$ cat config.mk
export PLATFORM = sky130hd
export DESIGN_NAME = dectobcd_keypad
export DESIGN_NICKNAME = d
export VERILOG_FILES = /design/src/rtl/dectobcd_pkg.sv /design/src/rtl/dectobcd_keypad_key_sync.sv /design/src/rtl/dectobcd_keypad.sv
export SDC_FILE = /design/constraint.sdc
export NUM_CORES = 1
export LEC_CHECK = 0
export BUFFER_PORTS_ARGS = -buffer_cell sky130_fd_sc_hd__buf_2
export CAP_MARGIN = 15
export CORE_MARGIN = 3
export CORE_UTILIZATION = 44
export DETAILED_ROUTE_END_ITERATION = 10
export SETUP_SLACK_MARGIN = 0.5
export SLEW_MARGIN = 30
export SYNTH_ARGS = -nofsm -noshare
export SYNTH_HDL_FRONTEND = slang
export SYNTH_SLANG_ARGS = --single-unit
$ cat constraint.sdc
create_clock -name clk -period 4.46 [get_ports clk]
set_clock_uncertainty 0.1 [all_clocks]
set_input_delay 0.446 -clock clk [delete_from_list [all_inputs] [get_ports clk]]
set_output_delay 0.446 -clock clk [all_outputs]
set_load 0.02 [all_outputs]
$ cat src/rtl/dectobcd_pkg.sv
// dectobcd_pkg: shared types and sizes for the debounced decimal-keypad encoder.
package dectobcd_pkg;

    localparam int KEY_W      = 10;
    localparam int BCD_W      = 4;
    localparam int ACC_DIGITS = 4;
    localparam int ACC_W      = ACC_DIGITS * BCD_W;

    typedef enum logic [1:0] {
        IDLE     = 2'd0,
        DEBOUNCE = 2'd1,
        HOLD     = 2'd2,
        RELEASE  = 2'd3
    } state_e;

endpackage

$ cat src/rtl/dectobcd_keypad_key_sync.sv
// key_sync: parameterized-width two-flop synchronizer for asynchronous inputs.
module key_sync #(
    parameter int W = 1
) (
    input  logic         clk,
    input  logic         rst_n,
    input  logic [W-1:0] d_i,
    output logic [W-1:0] q_o
);

    logic [W-1:0] meta_q;
    logic [W-1:0] sync_q;

    // Two back-to-back flops give metastability a full cycle to settle.
    always_ff @(posedge clk or negedge rst_n) begin
        if (!rst_n) begin
            meta_q <= {W{1'b0}};
            sync_q <= {W{1'b0}};
        end else begin
            meta_q <= d_i;
            sync_q <= meta_q;
        end
    end

    assign q_o = sync_q;

endmodule

$ cat src/rtl/dectobcd_keypad.sv
// dectobcd_keypad: debounced ten-key decimal keypad to BCD encoder with a
// valid/ready output. Optional 4-digit accumulator enabled by the macro
// DECTOBCD_ACC_EN (adds ports clr and acc).
module dectobcd_keypad
    import dectobcd_pkg::*;
#(
    parameter int DEBOUNCE_CYCLES = 4
) (
    input  logic             clk,
    input  logic             rst_n,
    input  logic [KEY_W-1:0] key,
    input  logic             ready,
    output logic [BCD_W-1:0] bcd,
    output logic             valid,
    output logic             err,
    output logic             busy
`ifdef DECTOBCD_ACC_EN
    ,
    input  logic             clr,
    output logic [ACC_W-1:0] acc
`endif
);

    localparam int               CNT_W    = $clog2(DEBOUNCE_CYCLES + 1);
    localparam logic [CNT_W-1:0] CNT_LOAD = CNT_W'(DEBOUNCE_CYCLES - 1);
    localparam logic [CNT_W-1:0] CNT_ONE  = CNT_W'(1);
    localparam logic [CNT_W-1:0] CNT_ZERO = {CNT_W{1'b0}};
    localparam logic [KEY_W-1:0] KEY_ZERO = {KEY_W{1'b0}};

    // Index of the set bit; only called on a single-bit pattern, so OR-ing works.
    function automatic logic [BCD_W-1:0] onehot_to_bcd(input logic [KEY_W-1:0] k);
        logic [BCD_W-1:0] idx;
        idx = {BCD_W{1'b0}};
        for (int i = 0; i < KEY_W; i++) begin
            idx = idx | (k[i] ? BCD_W'(i) : {BCD_W{1'b0}});
        end
        return idx;
    endfunction

    // True when more than one key line is asserted.
    function automatic logic multi_bit(input logic [KEY_W-1:0] k);
        logic [3:0] count;
        count = 4'd0;
        for (int i = 0; i < KEY_W; i++) begin
            count = count + {3'b000, k[i]};
        end
        return (count > 4'd1);
    endfunction

    logic [KEY_W-1:0] ksync_s;
    state_e           state_q,  state_d;
    logic [CNT_W-1:0] cnt_q,    cnt_d;
    logic [KEY_W-1:0] kcap_q,   kcap_d;
    logic [BCD_W-1:0] bcd_q,    bcd_d;
    logic             valid_q,  valid_d;
    logic             err_q,    err_d;
    logic             busy_q,   busy_d;

    logic key_nz_s;
    logic key_match_s;
    logic cnt_zero_s;
    logic accept_s;
    logic reject_s;
    logic handshake_s;

    key_sync #(.W(KEY_W)) u_key_sync (
        .clk   (clk),
        .rst_n (rst_n),
        .d_i   (key),
        .q_o   (ksync_s)
    );

    assign key_nz_s    = (ksync_s != KEY_ZERO);
    assign key_match_s = (ksync_s == kcap_q);
    assign cnt_zero_s  = (cnt_q == CNT_ZERO);
    assign accept_s    = (state_q == DEBOUNCE) && key_nz_s && key_match_s && cnt_zero_s
                         && !multi_bit(kcap_q);
    assign reject_s    = (state_q == DEBOUNCE) && key_nz_s && key_match_s && cnt_zero_s
                         && multi_bit(kcap_q);
    assign handshake_s = (state_q == HOLD) && valid_q && ready;

    // State register and registered outputs.
    always_ff @(posedge clk or negedge rst_n) begin
        if (!rst_n) begin
            state_q <= IDLE;
            cnt_q   <= CNT_ZERO;
            kcap_q  <= KEY_ZERO;
            bcd_q   <= {BCD_W{1'b0}};
            valid_q <= 1'b0;
            err_q   <= 1'b0;
            busy_q  <= 1'b0;
        end else begin
            state_q <= state_d;
            cnt_q   <= cnt_d;
            kcap_q  <= kcap_d;
            bcd_q   <= bcd_d;
            valid_q <= valid_d;
            err_q   <= err_d;
            busy_q  <= busy_d;
        end
    end

    // Next-state logic: debounce press, hold until consumed, debounce release.
    always_comb begin
        state_d = state_q;
        cnt_d   = cnt_q;
        kcap_d  = kcap_q;
        case (state_q)
            IDLE: begin
                if (key_nz_s) begin
                    kcap_d  = ksync_s;
                    cnt_d   = CNT_LOAD;
                    state_d = DEBOUNCE;
                end else begin
                    state_d = IDLE;
                end
            end
            DEBOUNCE: begin
                if (!key_nz_s) begin
                    state_d = IDLE;
                end else if (!key_match_s) begin
                    kcap_d = ksync_s;
                    cnt_d  = CNT_LOAD;
                end else if (!cnt_zero_s) begin
                    cnt_d = cnt_q - CNT_ONE;
                end else if (multi_bit(kcap_q)) begin
                    cnt_d   = CNT_LOAD;
                    state_d = RELEASE;
                end else begin
                    state_d = HOLD;
                end
            end
            HOLD: begin
                if (handshake_s) begin
                    cnt_d   = CNT_LOAD;
                    state_d = RELEASE;
                end else begin
                    state_d = HOLD;
                end
            end
            RELEASE: begin
                if (key_nz_s) begin
                    cnt_d = CNT_LOAD;
                end else if (!cnt_zero_s) begin
                    cnt_d = cnt_q - CNT_ONE;
                end else begin
                    state_d = IDLE;
                end
            end
            default: begin
                state_d = IDLE;
                cnt_d   = CNT_ZERO;
                kcap_d  = KEY_ZERO;
            end
        endcase
    end

    // Output next values: load digit on acceptance, drop valid on handshake.
    always_comb begin
        bcd_d   = bcd_q;
        valid_d = valid_q;
        err_d   = reject_s;
        busy_d  = (state_d != IDLE);
        if (accept_s) begin
            bcd_d   = onehot_to_bcd(kcap_q);
            valid_d = 1'b1;
        end else if (handshake_s) begin
            valid_d = 1'b0;
        end else begin
            valid_d = valid_q;
        end
    end

    assign bcd   = bcd_q;
    assign valid = valid_q;
    assign err   = err_q;
    assign busy  = busy_q;

`ifdef DECTOBCD_ACC_EN
    logic [ACC_W-1:0] acc_q, acc_d;

    // Accumulator next value: clear has priority over storing a consumed digit.
    always_comb begin
        if (clr) begin
            acc_d = {ACC_W{1'b0}};
        end else if (handshake_s) begin
            acc_d = {acc_q[ACC_W-BCD_W-1:0], bcd_q};
        end else begin
            acc_d = acc_q;
        end
    end

    // Accumulator register.
    always_ff @(posedge clk or negedge rst_n) begin
        if (!rst_n) begin
            acc_q <= {ACC_W{1'b0}};
        end else begin
            acc_q <= acc_d;
        end
    end

    assign acc = acc_q;
`endif

endmodule

==> metrics.yaml, run 1 <==
setup_tns_ns: 0
power_density_nw_per_um2: 365
synth_edf_count: 0
cts-root-buf: "clkbuf_8"
syn_area_um2: 1860
p_int_mw: 0.585
finalPower_mw: 0.812
core_area_um2: 4030
synthTopCellsByArea: "dfrtp_1, fa_1, mux2_2"
setup_ws_ns: 0.588
place.gp.congestion: 0.808
finalSetupViolCount: 0
num_vias: 1150
nets: 205
crit_path_start_kind: "register"
clockPowerShare_pct: 31.3
path_class: "reg -> reg"
grt_first_pass_wirelength_mm: 5.93
worst_pin_slew_ns: 0.647
synthCells: 149
outcome: "complete, no violations"
yosysTopAreaCell: "dfrtp_1"
syn_avg_cell_area_um2: 12.5
path_clk_slew_ns: 0.09
die_x_um: 71.0
p_switching_mw: 0.227
clkLatencyLatePin_ns: 0.29
synth_top_area_share_pct: 56.5
drtIter0Drc: 19
syn_to_final_growth_pct: 19.5
syn_nets: 172
cp.required_ns: 4.54
drcViolationCount: 0
vias_per_cell: 4.94
cp-end-kind: "register"
finalHoldViolations: 0
async_reset_ff_share_pct: 100
drt-pass1-iter-count: 4
p_leak_nw: 1.03
htreeDepth: 2
maxSlewViolCount: 0
rsz0062_at_grt: "true"
seqPwrFrac_pct: 50.1
io_buffers: 19
final_common_cell: "dfrtp_1"
drt-total-wl_mm: 3.30
rows: 23
final.period_utilization_pct: 86.8
dpl.hpwl_mm: 2.42
antenna_found_initial: 0
ys_seq_elements: 42
cts_tree: "yes"
diodes: 0
dieHeight_um: 71.0
wire_per_inst_um: 14.2
fmax_mhz: 258
cts_buffers: 5
grt_usage_pct: 15.1
start_util_pct: 46.1
die_area_um2: 5040
hold_path_class: "in -> async"
synth.distinct_cells: 33
swShare_pct: 27.9
cts_hold_buffers: 0
post-route-util_pct: 55.2
drive_above_1_share_pct: 33.3
yosysWarnings: 0
placed_cells: 217
maxCapViolCount: 0
grt_pass1_vias: 1249
clock-sinks: 42
dp_slack_ns: 0.367
ant_nets: 0
ys.flop_type: "dfrtp_1"
ios: 20
instances_no_fill: 233
grt_max_degree: 43
relSlewSlack_pct: 56.6
yosysSeqAreaShare_pct: 56.5
cp_data_arrival_time_ns: 3.95
fin_crit_ns: 3.87
cts_buffer_depth: 2
grt-ovfl-total: 0
ir_worst_vdd_v: 0.000246
pwr-share-comb_pct: 18.6
path_max_fanout: 3
layout_common_cells: "dfrtp_1, buf_2, inv_1, nand2_1, xnor2_1"
[cells in the mapped netlist (all sizes together), types with 3 or more instances]
library cell / instances
inv: 17
nor2: 6
dfrtp: 42
o21ai: 7
ha: 4
nand3: 3
nor2b: 4
xnor2: 10
nand2: 15
mux2: 9
a21oi: 3
fa: 6
[registers in the layout (all words and copies together) (netlist names)]
name and count:
kcap_q 10, u_key_sync.meta_q 10, u_key_sync.q_o 10, bcd 4, cnt_q 3, state_q 2
busy 1, err 1, valid 1
[critical path, stage by stage, from the launching register on]
cell and delay [ns]:
dfrtp_1 0.41, fa_1 0.54, inv_1 0.05, fa_1 0.49, fa_1 0.42, inv_2 0.08
ha_4 0.12, inv_1 0.05, fa_2 0.36, a2111oi_4 0.21, a21oi_2 0.09, nor2b_2 0.15
a31oi_1 0.09, and2b_2 0.25, mux2_2 0.33
[through the flow]
| stage | hold slack [ns] | cell area, um^2 |
|---|---|---|
| after CTS | 0.140 | 2180 |
| after global routing | 0.0452 | 2220 |
| after global placement | 0.232 | 2020 |
| after detailed placement | 0.235 | 2030 |
| after floorplan | 0.0504 | 1870 |
| final | 0.0227 | 2220 |
[power by group through the flow]
| stage | combinational, mW | sequential (mW) | clock [mW] |
|---|---|---|---|
| final | 0.151 | 0.407 | 0.254 |
| after global routing | 0.168 | 0.409 | 0.283 |
| after CTS | 0.133 | 0.406 | 0.265 |
| after detailed placement | 0.112 | 0.416 | 0 |
| after global placement | 0.110 | 0.415 | 0 |
| after floorplan | 0.0851 | 0.413 | 0 |
[cells by family after synthesis]
family	after synthesis	share of synthesized area [%]
adders and majority gates	10	9.15
muxes	10	5.99
buffers and inverters	18	3.63
and+or+nand+nor	40	12.4
AOI/OAI and AO/OA	19	7.54
xor gates and xnor gates	10	4.71
DFF	42	56.5
[area by class of cell]
| cell class | instances | area [um^2] |
|---|---|---|
| clock buffer | 5 | 68.8 |
| clock inverter | 3 | 27.5 |
| fill | 367 | 1810 |
| inverter | 17 | 63.8 |
| multi-input combinational | 89 | 788 |
| sequential | 42 | 1050 |
| tap | 50 | 62.6 |
| timing repair buffer | 27 | 158 |
[path summary, 6_finish.rpt]
path	end	depth (start not counted)	from	slack, ns
worst max register to register	cnt_q[1]$_DFFE_PN0P_	14	kcap_q[5]$_DFFE_PN0P_	0.59
min in group clk	u_key_sync.meta_q[4]$_DFF_PN0_	1	key[4]	0.15
max in group asynchronous	kcap_q[9]$_DFFE_PN0P_	1	rst_n	3.85
worst min register to register	u_key_sync.q_o[5]$_DFF_PN0_	0	u_key_sync.meta_q[5]$_DFF_PN0_	0.25
worst max-delay path	cnt_q[1]$_DFFE_PN0P_	14	kcap_q[5]$_DFFE_PN0P_	0.59
worst min-delay path	valid$_DFFE_PN0P_	1	rst_n	0.02
[per-layer routing]
metal	wire length, um	GRT usage (%)	vias to the layer above
met5	0	0	-
met4	66	6.05	0
met3	110	4.12	6
met2	1720	25.1	18
met1	1400	18.8	566
li1	-	-	560
[repair_timing]
action,CTS,global route
gates cloned,0,0
gates resized for setup,6,4
buffers inserted,5,3
endpoints found under the setup margin,2,5
hold endpoints to repair,0,0
Note: power is estimated with default switching activity, not from simulation.
==> inputs of run 2 (changes only) <==
==> constraint.sdc (replaced) <==
create_clock -name clk -period 4.46 [get_ports clk]
set_clock_uncertainty 0.1 [all_clocks]
set_input_delay 0.223 -clock clk [delete_from_list [all_inputs] [get_ports clk]]
set_output_delay 0.223 -clock clk [all_outputs]
set_load 0.02 [all_outputs]
==> metrics.yaml, run 2 (same netlist as run 1, synthesis figures left out) <==
syn_to_final_growth_pct: 25.4  # was 19.5%
die_area_um2: 5040  # unchanged
worst_pin_slew_ns: 0.647  # about the same
fmax_mhz: 258  # about the same
met2_usage_pct: 25.8  # was 25.1%
dieHeight_um: 71.0  # unchanged
holdWs_ns: 0.127  # was 0.0227 ns
num_vias: 1182  # was 1150
path_clk_slew_ns: 0.09  # about the same
cp.required_ns: 4.54  # about the same
cts_buffer_depth: 2  # unchanged
finalSetupViolCount: 0  # unchanged
path_max_fanout: 3  # unchanged
p_leak_nw: 1.08  # was 1.03 nW
final.period_utilization_pct: 87.0  # was 86.8%
die_x_um: 71.0  # unchanged
drt-pass1-iter-count: 4  # unchanged
wire_per_inst_um: 13.8  # was 14.2 um
cts-root-buf: "clkbuf_8"  # unchanged
drt-total-wl_mm: 3.37  # was 3.30 mm
pwr-share-comb_pct: 19.4  # was 18.6%
crit_path_start_kind: "register"  # unchanged
drcViolationCount: 0  # unchanged
p_switching_mw: 0.228  # was 0.227 mW
grt_usage_pct: 15.5  # was 15.1%
ant_nets: 0  # unchanged
layout_common_cells: "dfrtp_1, buf_2, inv_1, nand2_1, dlygate4sd3_1"  # was dfrtp_1, buf_2, inv_1, nand2_1, xnor2_1
met3_usage_pct: 4.12  # unchanged
vias_per_cell: 4.84  # was 4.94
clock-sinks: 42  # unchanged
hold_path_class: "in -> reg"  # was in -> async
final_common_cell: "dfrtp_1"  # unchanged
core_area_um2: 4030  # unchanged
path_class: "reg -> reg"  # unchanged
top_usage_layer: "met2"  # unchanged
cp-end-kind: "register"  # unchanged
grt_max_degree: 43  # unchanged
cp_data_arrival_time_ns: 3.96  # was 3.95 ns
rsz0062_at_grt: "true"  # unchanged
grt-ovfl-total: 0  # unchanged
gr-usage-met1_pct: 19.3  # was 18.8%
nets: 216  # was 205
ir_worst_vdd_v: 0.000247  # was 0.000246 V
htreeDepth: 2  # unchanged
dpl.hpwl_mm: 2.42  # unchanged
rows: 23  # unchanged
io_buffers: 19  # unchanged
finalHoldViolations: 0  # unchanged
clkLatencyLatePin_ns: 0.29  # about the same
power_density_nw_per_um2: 351  # was 365 nW/um^2
ios: 20  # unchanged
fin_crit_ns: 3.88  # was 3.87 ns
min_path_cells: 3
setup_tns_ns: 0  # unchanged
relSlewSlack_pct: 56.6  # about the same
grt_pass1_vias: 1308  # was 1249
grt_first_pass_wirelength_mm: 6.11  # was 5.93 mm
p_int_mw: 0.591  # was 0.585 mW
clockPowerShare_pct: 31.0  # was 31.3%
drive_above_1_share_pct: 31.4  # was 33.3%
r2r_cells: 14  # unchanged
maxSlewViolCount: 0  # unchanged
setup_ws_ns: 0.582  # was 0.588 ns
seqPwrFrac_pct: 49.6  # was 50.1%
start_util_pct: 46.1  # unchanged
outcome: "complete, no violations"  # unchanged
cts_tree: "yes"  # unchanged
diodes: 0  # unchanged
cts_buffers: 5  # unchanged
place.gp.congestion: 0.808  # unchanged
dp_slack_ns: 0.367  # unchanged
antenna_found_initial: 0  # unchanged
maxCapViolCount: 0  # unchanged
swShare_pct: 27.8  # was 27.9%
drtIter0Drc: 24  # was 19
run 2: cell types whose count changed in the layout (fill, tap and decap cells not counted), sizes merged:
| cell | before | now |
|---|---|---|
| dlygate4sd3 | 0 | 11 |
run 2: critical path, stage by stage (launching register included):
cell and delay (ns):
dfrtp_1 0.41, fa_1 0.54, inv_1 0.05, fa_1 0.49, fa_1 0.42, inv_2 0.08
ha_4 0.12, inv_1 0.05, fa_2 0.36, a2111oi_4 0.21, a21oi_2 0.09, nor2b_2 0.15
a31oi_1 0.09, and2b_2 0.25, mux2_2 0.34
run 2: routing by layer:
layer / routed length, um / vias to the layer above / share of wire, %
li1: - / 582 / -
met1: 1460 / 577 / 43
met2: 1750 / 16 / 52
met3: 80 / 7 / 2.4
met4: 70 / 0 / 2.1
met5: 0 / - / 0
run 2: final cells by class:
| cell class | instances | area (um^2) |
|---|---|---|
| Fill cell | 353 | 1700 |
| Sequential cell | 42 | 1050 |
| Multi-Input combinational cell | 89 | 788 |
| Timing Repair Buffer | 38 | 268 |
| Clock buffer | 5 | 68.8 |
| Inverter | 17 | 63.8 |
| Tap cell | 50 | 62.6 |
| Clock inverter | 3 | 27.5 |
run 2: repair_timing:
action	in CTS	in global routing
cloned	0	0
hold buffers	11	0
hold endpoints to repair	48	0
resized for setup	6	4
setup endpoints to repair	2	5
setup buffers	5	3
run 2: power by group through the flow:
stage / logic [mW] / registers [mW] / clock network [mW]
after floorplan: 0.0851 / 0.413 / 0
after global placement: 0.110 / 0.415 / 0
after detailed placement: 0.112 / 0.416 / 0
after CTS: 0.141 / 0.406 / 0.265
after global routing: 0.177 / 0.409 / 0.283
final: 0.159 / 0.407 / 0.254
run 2: worst paths after layout:
check                                          startpoint                           to  slack [ns]
setup / recovery                    kcap_q[5]$_DFFE_PN0P_         cnt_q[1]$_DFFE_PN0P_        0.58
hold / removal                                      ready            valid$_DFFE_PN0P_        0.13
setup reg to reg                    kcap_q[5]$_DFFE_PN0P_         cnt_q[1]$_DFFE_PN0P_        0.58
hold reg to reg            u_key_sync.meta_q[0]$_DFF_PN0_  u_key_sync.q_o[0]$_DFF_PN0_        0.25
max in group asynchronous                           rst_n        kcap_q[9]$_DFFE_PN0P_        3.54
min in group asynchronous                           rst_n            valid$_DFFE_PN0P_        0.34
run 2: stage by stage:
step | cells | total power, mW | area (um^2) | util [%]
detailed placement | 217 | 0.528 | 2030 | 50.3
CTS | 241 | 0.812 | 2290 | 57.0
finish | 244 | 0.819 | 2330 | 57.9
global route | 244 | 0.869 | 2330 | 57.9
global placement | 217 | 0.525 | 2020 | 50.2
floorplan | 149 | 0.498 | 1870 | -
==> inputs of run 3 (changes only) <==
- CORE_UTILIZATION: 44 -> 55
- PLACE_DENSITY: unset -> 0.75
==> metrics.yaml, run 3 (same netlist as run 1, synthesis figures left out) <==
diodes: 0  # unchanged
ant_nets: 0  # unchanged
cts_tree: "yes"  # unchanged
nets: 221  # was 216
crit_family: "adder cells"  # unchanged
seqPwrFrac_pct: 52.3  # was 49.6%
p_switching_mw: 0.231  # was 0.228 mW
placed_cells: 211  # was 217
worst_pin_slew_ns: 0.642  # was 0.647 ns
grt-ovfl-total: 0  # unchanged
cp_common_cell: "fa_1"  # unchanged
top_usage_layer: "met2"  # unchanged
setup_ws_ns: 0.550  # was 0.582 ns
drive_above_1_share_pct: 32.7  # was 31.4%
fillers: 206  # was 353
cts-root-buf: "clkbuf_4"  # was clkbuf_8
grt_max_degree: 43  # unchanged
antenna_found_initial: 0  # unchanged
final_common_cell: "dfrtp_1"  # unchanged
drcViolationCount: 0  # unchanged
wire_per_inst_um: 15.1  # was 13.8 um
maxCapViolCount: 0  # unchanged
regArea_um2: 1050  # unchanged
finalHoldViolations: 0  # unchanged
start_util_pct: 59.4  # was 46.1%
path_max_fanout: 5  # was 3
cts_buffer_depth: 2  # unchanged
power_density_nw_per_um2: 334  # was 351 nW/um^2
core_area_um2: 3130  # was 4030 um^2
grt_pass1_vias: 1421  # was 1308
multi_input_area_um2: 793  # was 788 um^2
p_int_mw: 0.548  # was 0.591 mW
path_class: "reg -> reg"  # unchanged
crit_path_start_kind: "register"  # unchanged
path_clk_slew_ns: 0.14  # was 0.09 ns
swShare_pct: 29.6  # was 27.8%
drtIter0Drc: 87  # was 24
design_area_um2: 2340  # was 2330 um^2
gr-usage-met1_pct: 26.2  # was 19.3%
cp.required_ns: 4.61  # was 4.54 ns
maxSlewViolCount: 0  # unchanged
io_buffers: 19  # unchanged
die_x_um: 64.1  # was 71.0 um
ff2ff_setup_slack_ns: 0.55  # was 0.58 ns
clkLatencyLatePin_ns: 0.36  # was 0.29 ns
layout_common_cells: "dfrtp_1, buf_2, inv_1, nand2_1, buf_4"  # was dfrtp_1, buf_2, inv_1, nand2_1, dlygate4sd3_1
finalSetupViolCount: 0  # unchanged
instances_no_fill: 243  # was 244
critPathBufInv: 3  # unchanged
num_vias: 1252  # was 1182
drt-pass1-iter-count: 4  # unchanged
vias_per_cell: 5.15  # was 4.84
relSlewSlack_pct: 56.9  # was 56.6%
syn_to_final_growth_pct: 25.6  # was 25.4%
clock-sinks: 42  # unchanged
crit_chain: "fa_1, inv_1, fa_1, fa_1, inv_2, ha_4, inv_2, fa_2, a2111oi_4, a21oi_2, nor2b_2, a31oi_1, and2b_2, mux2_4"  # was fa_1, inv_1, fa_1, fa_1, inv_2, ha_4, inv_1, fa_2, a2111oi_4, a21oi_2, nor2b_2, a31oi_1, and2b_2, mux2_2
rsz0062_at_grt: "true"  # unchanged
met3_usage_pct: 5.80  # was 4.12%
finalPower_mw: 0.780  # was 0.819 mW
outcome: "complete, no violations"  # unchanged
grt_usage_pct: 22.0  # was 15.5%
p_leak_nw: 1.10  # was 1.08 nW
pwr-share-comb_pct: 21.4  # was 19.4%
ios: 20  # unchanged
clockPowerShare_pct: 26.3  # was 31.0%
cp-end-kind: "register"  # unchanged
drt-total-wl_mm: 3.67  # was 3.37 mm
fin_crit_ns: 3.91  # was 3.88 ns
met2_usage_pct: 38.5  # was 25.8%
hold_path_class: "in -> reg"  # unchanged
setup_tns_ns: 0  # unchanged
die_area_um2: 4110  # was 5040 um^2
final.period_utilization_pct: 87.7  # was 87.0%
dieHeight_um: 64.1  # was 71.0 um
dp_slack_ns: 0.308  # was 0.367 ns
fmax_mhz: 256  # was 258 MHz
place.gp.congestion: 0.801  # was 0.808
slowest_stage: "fa_1"  # unchanged
grt_first_pass_wirelength_mm: 6.74  # was 6.11 mm
holdWs_ns: 0.0583  # was 0.127 ns
post-route-util_pct: 74.7  # was 57.9%
dpl.hpwl_mm: 2.33  # was 2.42 mm
htreeDepth: 2  # unchanged
rows: 20  # was 23
ir_worst_vdd_v: 0.000251  # was 0.000247 V
slowest_delay_ns: 0.49  # was 0.54 ns
dpl_cell_area_um2: 2020  # was 2030 um^2
cp_data_arrival_time_ns: 4.06  # was 3.96 ns
cts_buffers: 5  # unchanged
## run 3: cell types whose count changed in the layout (fill, tap and decap cells not counted), sizes merged
cell,before,now
buf,27,32
## run 3: final timing paths
| kind | to | cells after the start | start |
|---|---|---|---|
| setup reg to reg | cnt_q[0]$_DFFE_PN0P_ | 14 | kcap_q[9]$_DFFE_PN0P_ |
| hold / removal | valid$_DFFE_PN0P_ | 3 | ready |
| hold reg to reg | u_key_sync.q_o[2]$_DFF_PN0_ | 0 | u_key_sync.meta_q[2]$_DFF_PN0_ |
| setup / recovery | cnt_q[0]$_DFFE_PN0P_ | 14 | kcap_q[9]$_DFFE_PN0P_ |
| max in group asynchronous | kcap_q[9]$_DFFE_PN0P_ | 2 | rst_n |
| min in group asynchronous | bcd[0]$_DFFE_PN0P_ | 2 | rst_n |
## run 3: cell type report
cell class,instances,share of cell area [%]
multi-input combinational,89,34.0
inverter,17,2.73
clock buffer,5,1.61
timing repair buffer,43,13.1
sequential,42,45.1
tap,44,2.36
clock inverter,3,1.18
## run 3: what timing repair did
item | in CTS | in global routing
pin swaps | 3 | 3
gates cloned | 0 | 0
setup buffers | 12 | 1
resized for setup | 10 | 1
endpoints found under the hold margin | 52 | 0
hold buffers | 11 | 0
setup endpoints to repair | 4 | 9
## run 3: tightest hold or removal path: cells and delay by family
| family | cells | cell delay, ns |
|---|---|---|
| AND/OR/NAND/NOR | 1 | 0.06 |
| buffers and inverters | 1 | 0.10 |
| AO/OA/AOI/OAI | 1 | 0.11 |
## run 3: metal layers
layer / up-vias / part of all wire (%)
met1: 612 / 40
met4: 0 / 1.8
met2: 37 / 53
met3: 8 / 4.7
li1: 595 / -
met5: - / 0
## run 3: power by group through the flow
stage	logic, mW	registers [mW]	clock network [mW]
final	0.166	0.408	0.205
after global routing	0.186	0.410	0.237
after CTS	0.163	0.407	0.209
after detailed placement	0.116	0.416	0
after global placement	0.109	0.415	0
after floorplan	0.0851	0.413	0
